File: src/rtl/vga_spi_pkg.sv
// Shared definitions for the VGA ROM-display SPI path.
// Contents:
//   spi_state_e          - read-engine FSM states
//   SPI_CMD_READ         - standard READ opcode (8'h03)
//   SPI_CMD_FAST_READ    - FAST READ opcode (8'h0B)
//   SPI_FAST_READ_DUMMY  - dummy SCLK cycles required by FAST READ
//   max4()               - largest of four phase lengths, used to size counters
package vga_spi_pkg;

    typedef enum logic [2:0] {
        ST_IDLE  = 3'd0,
        ST_CMD   = 3'd1,
        ST_ADDR  = 3'd2,
        ST_DUMMY = 3'd3,
        ST_DATA  = 3'd4
    } spi_state_e;

    localparam logic [7:0] SPI_CMD_READ        = 8'h03;
    localparam logic [7:0] SPI_CMD_FAST_READ   = 8'h0B;
    localparam int         SPI_FAST_READ_DUMMY = 8;

    function automatic int max4(input int a, input int b, input int c, input int d);
        int m;
        m = a;
        if (b > m) m = b;
        if (c > m) m = c;
        if (d > m) m = d;
        return m;
    endfunction

endpackage

File: src/rtl/spi_line_buffer.sv
// Line buffer for the SPI ROM line fetch: a DATA_BITS shift register that is
// filled MSB-first by the read engine and drained MSB-first by the pixel path.
// Ports:
//   clk, reset    - clock, asynchronous active-high reset
//   i_clear       - a new store transaction is starting: drop buf_full
//   i_fill_en     - shift i_fill_bit in at the LSB
//   i_fill_bit    - received data bit
//   i_fill_last   - this fill is the final bit of the line
//   i_fill_busy   - a store transaction owns the buffer; drain shifts ignored
//   i_shift       - drain request: shift left, zero-fill
//   o_msb         - buffer MSB
//   o_full        - complete line present and not yet fully drained
module spi_line_buffer
#(
    parameter int DATA_BITS = 120
)(
    input  logic clk,
    input  logic reset,
    input  logic i_clear,
    input  logic i_fill_en,
    input  logic i_fill_bit,
    input  logic i_fill_last,
    input  logic i_fill_busy,
    input  logic i_shift,
    output logic o_msb,
    output logic o_full
);

    localparam int DW = $clog2(DATA_BITS) + 1;

    logic [DATA_BITS-1:0] r_line;
    logic [DW-1:0]        r_drain;
    logic                 r_full;

    // Fill has priority over drain; drain shifts only count while a full line is held.
    always_ff @(posedge clk or posedge reset) begin
        if (reset) begin
            r_line  <= {DATA_BITS{1'b0}};
            r_drain <= {DW{1'b0}};
            r_full  <= 1'b0;
        end else if (i_clear) begin
            r_full  <= 1'b0;
            r_drain <= {DW{1'b0}};
        end else if (i_fill_en) begin
            r_line <= {r_line[DATA_BITS-2:0], i_fill_bit};
            if (i_fill_last) begin
                r_full  <= 1'b1;
                r_drain <= {DW{1'b0}};
            end
        end else if (i_shift && !i_fill_busy) begin
            r_line <= {r_line[DATA_BITS-2:0], 1'b0};
            if (r_full) begin
                if (r_drain == DW'(DATA_BITS - 1)) begin
                    r_full  <= 1'b0;
                    r_drain <= {DW{1'b0}};
                end else begin
                    r_drain <= r_drain + DW'(1);
                end
            end
        end
    end

    assign o_msb  = r_line[DATA_BITS-1];
    assign o_full = r_full;

endmodule

File: src/rtl/spi_rom_line_fetch.sv
// Self-timed SPI flash READ engine for the VGA ROM-display path. A one-cycle
// start in IDLE sends the opcode and address MSB-first, optional dummy
// cycles, then receives DATA_BITS bits, either streamed out on rx_bit/rx_valid
// (store=0) or collected into a line buffer drained later via buf_shift (store=1).
// Optional build macro: SPI_FAST_READ_EN forces opcode 8'h0B and 8 dummy cycles.
// Ports:
//   clk, reset          - clock, asynchronous active-high reset
//   start, store, addr  - request, mode and flash address (latched together)
//   busy, done          - transaction in progress / one-cycle completion pulse
//   spi_cs              - active-high chip enable (inverted externally)
//   spi_sclk            - ~clk, so the slave samples MOSI mid-cycle
//   spi_mosi, spi_miso  - serial out / serial in
//   rx_bit, rx_valid    - direct-mode bit stream
//   buf_bit, buf_shift  - line buffer MSB / drain shift request
//   buf_full            - line buffer holds an undrained line
module spi_rom_line_fetch
    import vga_spi_pkg::*;
#(
    parameter int         DATA_BITS = 120,
    parameter int         ADDR_W    = 24,
    parameter logic [7:0] CMD       = 8'h03,
    parameter int         DUMMY     = 0
)(
    input  logic              clk,
    input  logic              reset,
    input  logic              start,
    input  logic              store,
    input  logic [ADDR_W-1:0] addr,
    output logic              busy,
    output logic              done,
    output logic              spi_cs,
    output logic              spi_sclk,
    output logic              spi_mosi,
    input  logic              spi_miso,
    output logic              rx_bit,
    output logic              rx_valid,
    output logic              buf_bit,
    input  logic              buf_shift,
    output logic              buf_full
);

`ifdef SPI_FAST_READ_EN
    localparam logic [7:0] EFF_CMD   = SPI_CMD_FAST_READ;
    localparam int         EFF_DUMMY = SPI_FAST_READ_DUMMY;
`else
    localparam logic [7:0] EFF_CMD   = CMD;
    localparam int         EFF_DUMMY = DUMMY;
`endif

    localparam int MAXLEN = max4(8, ADDR_W, EFF_DUMMY, DATA_BITS);
    localparam int CW     = $clog2(MAXLEN) + 1;
    localparam int TXW    = 8 + ADDR_W;

    spi_state_e      r_state;
    logic [CW-1:0]   r_cnt;
    logic [TXW-1:0]  r_tx;
    logic            r_store;
    logic            r_cs;
    logic            r_mosi;
    logic            r_busy;
    logic            r_done;
    logic            r_rx_bit;
    logic            r_rx_valid;
    logic            r_miso_q;

    logic            w_cnt_zero;
    logic            w_clear;
    logic            w_fill_en;
    logic            w_fill_last;
    logic            w_fill_busy;

    assign w_cnt_zero = (r_cnt == {CW{1'b0}});

    // MISO is launched by the flash on the falling SCLK edge; capture it mid-cycle.
    always_ff @(negedge clk or posedge reset) begin
        if (reset) begin
            r_miso_q <= 1'b0;
        end else begin
            r_miso_q <= spi_miso;
        end
    end

    // Read-engine FSM: one down-counter reloaded at every phase change.
    always_ff @(posedge clk or posedge reset) begin
        if (reset) begin
            r_state    <= ST_IDLE;
            r_cnt      <= {CW{1'b0}};
            r_tx       <= {TXW{1'b0}};
            r_store    <= 1'b0;
            r_cs       <= 1'b0;
            r_mosi     <= 1'b0;
            r_busy     <= 1'b0;
            r_done     <= 1'b0;
            r_rx_bit   <= 1'b0;
            r_rx_valid <= 1'b0;
        end else begin
            r_done     <= 1'b0;
            r_rx_valid <= 1'b0;
            case (r_state)
                ST_IDLE: begin
                    if (start) begin
                        r_state <= ST_CMD;
                        r_cnt   <= CW'(7);
                        // Opcode MSB goes out now; the rest queues behind it.
                        r_mosi  <= EFF_CMD[7];
                        r_tx    <= {EFF_CMD[6:0], addr, 1'b0};
                        r_cs    <= 1'b1;
                        r_busy  <= 1'b1;
                        r_store <= store;
                    end
                end
                ST_CMD: begin
                    r_mosi <= r_tx[TXW-1];
                    r_tx   <= {r_tx[TXW-2:0], 1'b0};
                    if (w_cnt_zero) begin
                        r_state <= ST_ADDR;
                        r_cnt   <= CW'(ADDR_W - 1);
                    end else begin
                        r_cnt <= r_cnt - CW'(1);
                    end
                end
                ST_ADDR: begin
                    if (w_cnt_zero) begin
                        r_mosi <= 1'b0;
                        if (EFF_DUMMY > 0) begin
                            r_state <= ST_DUMMY;
                            r_cnt   <= CW'(EFF_DUMMY - 1);
                        end else begin
                            r_state <= ST_DATA;
                            r_cnt   <= CW'(DATA_BITS - 1);
                        end
                    end else begin
                        r_mosi <= r_tx[TXW-1];
                        r_tx   <= {r_tx[TXW-2:0], 1'b0};
                        r_cnt  <= r_cnt - CW'(1);
                    end
                end
                ST_DUMMY: begin
                    r_mosi <= 1'b0;
                    if (w_cnt_zero) begin
                        r_state <= ST_DATA;
                        r_cnt   <= CW'(DATA_BITS - 1);
                    end else begin
                        r_cnt <= r_cnt - CW'(1);
                    end
                end
                ST_DATA: begin
                    // Each edge here consumes the bit captured on the preceding falling edge.
                    r_mosi <= 1'b0;
                    if (!r_store) begin
                        r_rx_bit   <= r_miso_q;
                        r_rx_valid <= 1'b1;
                    end
                    if (w_cnt_zero) begin
                        r_state <= ST_IDLE;
                        r_cs    <= 1'b0;
                        r_busy  <= 1'b0;
                        r_done  <= 1'b1;
                    end else begin
                        r_cnt <= r_cnt - CW'(1);
                    end
                end
                default: begin
                    r_state <= ST_IDLE;
                    r_cs    <= 1'b0;
                    r_busy  <= 1'b0;
                    r_mosi  <= 1'b0;
                end
            endcase
        end
    end

    assign w_clear     = (r_state == ST_IDLE) && start && store;
    assign w_fill_en   = (r_state == ST_DATA) && r_store;
    assign w_fill_last = w_fill_en && w_cnt_zero;
    assign w_fill_busy = r_busy && r_store;

    spi_line_buffer #(
        .DATA_BITS (DATA_BITS)
    ) u_buf (
        .clk         (clk),
        .reset       (reset),
        .i_clear     (w_clear),
        .i_fill_en   (w_fill_en),
        .i_fill_bit  (r_miso_q),
        .i_fill_last (w_fill_last),
        .i_fill_busy (w_fill_busy),
        .i_shift     (buf_shift),
        .o_msb       (buf_bit),
        .o_full      (buf_full)
    );

    assign busy     = r_busy;
    assign done     = r_done;
    assign spi_cs   = r_cs;
    assign spi_sclk = ~clk;
    assign spi_mosi = r_mosi;
    assign rx_bit   = r_rx_bit;
    assign rx_valid = r_rx_valid;

endmodule
File: config.mk
export PLATFORM = sky130hd
export DESIGN_NAME = spi_rom_line_fetch
export DESIGN_NICKNAME = d
export VERILOG_FILES = /design/src/rtl/vga_spi_pkg.sv /design/src/rtl/spi_line_buffer.sv /design/src/rtl/spi_rom_line_fetch.sv
export SDC_FILE = /design/constraint.sdc
export NUM_CORES = 1
export LEC_CHECK = 0
export BUFFER_PORTS_ARGS = -buffer_cell sky130_fd_sc_hd__buf_4
export CORE_MARGIN = 3
export CORE_UTILIZATION = 25
export CTS_BUF_LIST = sky130_fd_sc_hd__clkbuf_8
export DETAILED_ROUTE_END_ITERATION = 10
export PLACE_DENSITY = 0.37
export SLEW_MARGIN = 20
export SYNTH_ARGS = -nofsm -noshare
export SYNTH_HDL_FRONTEND = slang
export SYNTH_SLANG_ARGS = --single-unit
File: constraint.sdc
create_clock -name clk -period 7.35 [get_ports clk]
set_input_delay 1.47 -clock clk [delete_from_list [all_inputs] [get_ports clk]]
set_output_delay 1.47 -clock clk [all_outputs]
set_load 0.1 [all_outputs]
-- Word level (Yosys, flattened, before mapping)
Cells that the tools add are included.
W data, S select, Z words.
- register bits: 179
- output and inout bits: 9
- muxes and demuxes: 37
- equality and inequality tests: 12
- reduce and logical (&&, ||, !) cells: 25
- $add $sub $neg: 2
- bitwise operators: 4
- operators with widths (operator ; number):
    $mux W120 ; 2
    $pmux W32 S3 ; 1
    $mux W8 ; 10
    $mux W32 ; 2
    $pmux W8 S4 ; 1
    $mux W1 ; 14
    $mux W3 ; 4
    $pmux W3 S4 ; 1
    $reduce_and A3 Y1 ; 4
    $ne A2 B2 Y1 const B ; 5
    $reduce_bool A3 Y1 ; 3
    $add A8 B1 Y8 const B ; 1
    $eq A8 B7 Y1 const B ; 1
    $logic_not A8 Y1 ; 1
    $reduce_and A2 Y1 ; 4
    $sub A8 B1 Y8 const B ; 1
    $eq A3 B2 Y1 const B ; 2
    $logic_and A1 B1 Y1 ; 6
    $pmux W1 S3 ; 2
    $not A1 Y1 ; 4
    $reduce_and A4 Y1 ; 1
    $reduce_bool A4 Y1 ; 1
    $eq A3 B1 Y1 const B ; 1
    $eq A3 B3 Y1 const B ; 1
    7 further kinds ; 7

-- Depth between registers and ports, before layout
- word-level depth: 6
- gate-level depth with buffers: 9
- depth with buffers taken out: 7

-- Cells and area by module
From an unflattened synthesis, not the netlist that was laid out.
- cells, all modules: 539
- area, all modules: 7661.1 um2
- by module, submodules not included (module ; instances ; area each (um2) ; seq. area each (um2) ; cells an instance):
    spi_line_buffer ; 1 ; 5002.3 ; 3228.1 ; 314
    spi_rom_line_fetch ; 1 ; 2658.8 ; 1226.2 ; 225

==> results.cfg <==
[worst_setup_path]
cp_common_cell = clkbuf_8
crit_path_cell_trace = clkbuf_8 -> clkbuf_8 -> inv_1 -> buf_4
cp_data_arrival_time_ns = 4.40
start_kind = clock port
crit_path_max_incr_delay_ns = 0.28
cp_data_required_time_ns = 5.88
worst-setup-path-type = clk2out
cp_slowest_cell = buf_4
path_max_fanout = 16
cp-end-kind = primary output

[clocking]
postCtsSetupBuffers = 0
insertion_delay_ns = 0.44
cts-root-buf = clkbuf_8
cts_tree = yes
cts_hold_buf = 0
cts.path.max_buffers = 2
cts_made_buffers = 17
htree_num_levels = 4
cts_resized = 0
cts.clk_slew.worst_paths_ns = 0.09

[global_route]
grt_max_degree = 69
antenna_found_initial = 0
grt_first_pass_wirelength_um = 21100
grt_pass1_vias = 4402
gr-total-overflow = 0
grt.total_usage = 0.0827

[die]
io_pins = 39
start_util = 0.257
die_y_um = 176
die_x_um = 176
die_area_sq_um = 31100
num_rows = 61
coreArea_sq_um = 28200

[layout]
fin_util = 0.298
drive_above_1_share = 0.340
area_delta_synth_final_pct = 15.9
final_nets = 624
antenna_cells = 0
num-fill-cells = 2886

[sta]
setup_viol = 0
slew_violations = 0
fin_tns_setup_ns = 0
skew_ns = 0.0453
rsz0062_at_grt = no
relSlewSlack = 0.450
hold_violations = 0
worst_slew_pin_slew_ns = 0.825

[route]
remaining_drc_errors = 0
wire_per_inst_um = 12.4
wirelength_um = 12200
via_per_inst = 4.33
antenna_left = 0
drt-initial-drc-count = 213
drt-pass1-iter-count = 4
vias = 4254

[pwr]
p_leak_nw = 4.07
p_per_area_nw_per_um2 = 326
ir_worst_vdd_uv = 254

[yosys]
synth_area_sq_um = 7260
syn_nets = 590
synthSimpleGateAreaFrac = 0.0648
avgSynthCellArea_sq_um = 13.0
synth_compound_area_frac = 0.0685
ys_ff_latch = 178
synthAdderAreaFrac = 0.00344
synthXorXnorAreaFrac = 0.00241
synth_mux_area_frac = 0.220
yosys_warnings = 0
synth_top_family_by_area = multiplexers
synth_cells = 558
synth-async-reset-ratio = 1.00
synth-main-ff-cell = dfrtp_1
netlist-cell-type-count = 46
yosysSeqAreaShare = 0.613
synth_edf_count = 0

[outcome]
run_status = completed

[placement]
port-buffer-count = 38
place_hpwl_um = 7580
finalWeightedCongestion = 0.706

[worst_hold_path]
hp-class = reg2reg

[flow_run]
cap_violations = 0
[state kept, by name (all words and copies together), names as in the netlist, 3 cells and up]
register	flops
r_cnt	8
r_state	3
r_tx	31
u_buf.r_drain	8
u_buf.r_line	120
[cell usage in the layout (no fill, tap or decap), types with 2 or more instances in the layout]
cell	netlist	layout
inv_1	16	15
a21oi_4	0	2
a22o_1	2	2
mux2i_1	25	25
dfrtp_1	177	177
or3_1	2	2
nand3_1	11	11
o211ai_1	2	2
ha_1	2	2
clkinvlp_4	0	4
a21boi_0	3	3
o22ai_1	3	3
inv_6	0	4
nand3b_1	4	4
o41ai_1	2	2
nand2_1	21	21
a21oi_1	35	33
nand2b_1	4	4
nor2_1	42	42
or2_2	2	2
nor3_1	4	4
clkinv_2	0	3
bufinv_16	0	3
o31ai_1	2	2
a31oi_1	2	2
o21ai_0	22	21
mux2_2	120	120
clkinv_4	0	2
o21bai_1	2	2
a22oi_1	4	4
buf_4	1	45
clkbuf_8	0	17
[metrics by stage]
stage / cell area, sq um / total power [mW] / setup slack (ns) / hold WS (ns) / instances
3_5_place_dp: 7980 / 2.06 / 1.90 / 0.488 / 950
3_3_place_gp: 7980 / 2.04 / 1.90 / 0.482 / 950
4_1_cts: 8390 / 2.79 / 1.44 / 0.503 / 982
6_report: 8420 / 2.75 / 1.48 / 0.497 / 983
5_1_grt: 8420 / 2.95 / 1.41 / 0.512 / 983
2_1_floorplan: 7270 / 1.89 / 0.0442 / 0.451 / 558
[layer usage]
| layer | wire [um] | vias to the layer above | part of all wire | GRT usage |
|---|---|---|---|---|
| li1 | - | 2029 | - | - |
| met4 | 127 | 0 | 0.010 | 0.0216 |
| met1 | 5650 | 2164 | 0.46 | 0.101 |
| met2 | 5840 | 53 | 0.48 | 0.137 |
| met3 | 600 | 8 | 0.049 | 0.0320 |
| met5 | 0 | - | 0 | 0 |
[where the power goes]
group / leakage, nW / switching (mW) / total (mW) / internal, mW
clock: 0.213 / 0.408 / 0.756 / 0.348
combinational: 1.50 / 0.453 / 0.771 / 0.318
sequential: 2.36 / 0.106 / 1.22 / 1.11
[final timing paths]
check                                          endpoint  slack (ns)                         start  depth (start not counted)
setup / recovery                               spi_sclk        1.48                           clk                          4
hold / removal             u_buf.r_line[82]$_DFFE_PP0P_        0.50  u_buf.r_line[81]$_DFFE_PP0P_                          1
setup reg to reg                     rx_bit$_DFFE_PP0P_        3.00            r_miso_q$_DFF_NP0_                          1
hold reg to reg            u_buf.r_line[82]$_DFFE_PP0P_        0.50  u_buf.r_line[81]$_DFFE_PP0P_                          1
max in group asynchronous            r_miso_q$_DFF_NP0_        2.70                         reset                          2
min in group asynchronous  u_buf.r_drain[6]$_DFFE_PP0P_        1.35                         reset                          3
[final cells by class]
cell class,instances,area [sq um],area share
sequential,178,4450,0.529
clock buffer,18,241,0.0287
clock inverter,16,184,0.0219
inverter,15,60.1,0.00714
multi-input combinational,333,2650,0.314
tap,378,473,0.0562
timing repair buffer,45,358,0.0425
[worst max-delay path: cells and delay by family]
family	cells	cell delay [ns]
buf+inv	4	0.71
[synth_stat cells, types with 3 or more instances]
library cell,instances,area (sq um)
nand2b_1,4,25.0
a21oi_1,35,175
dfrtp_1,177,4430
nor2_1,42,158
a22oi_1,4,30.0
nand2_1,21,78.8
mux2i_1,25,250
inv_1,16,60.1
clkbuf_1,16,60.1
nand3_1,11,55.1
buf_2,13,65.1
nand3b_1,4,30.0
nor3_1,4,20.0
mux2_2,120,1350
a21boi_0,3,22.5
o21ai_0,22,110
o22ai_1,3,18.8
[logic make-up after synthesis]
logic type	after synthesis
xor+xnor	2
flops	178
compound gates	85
simple gates	99
buf+inv	47
mux	145
fa+ha+maj	2
Power figures use the tool's default switching activity.
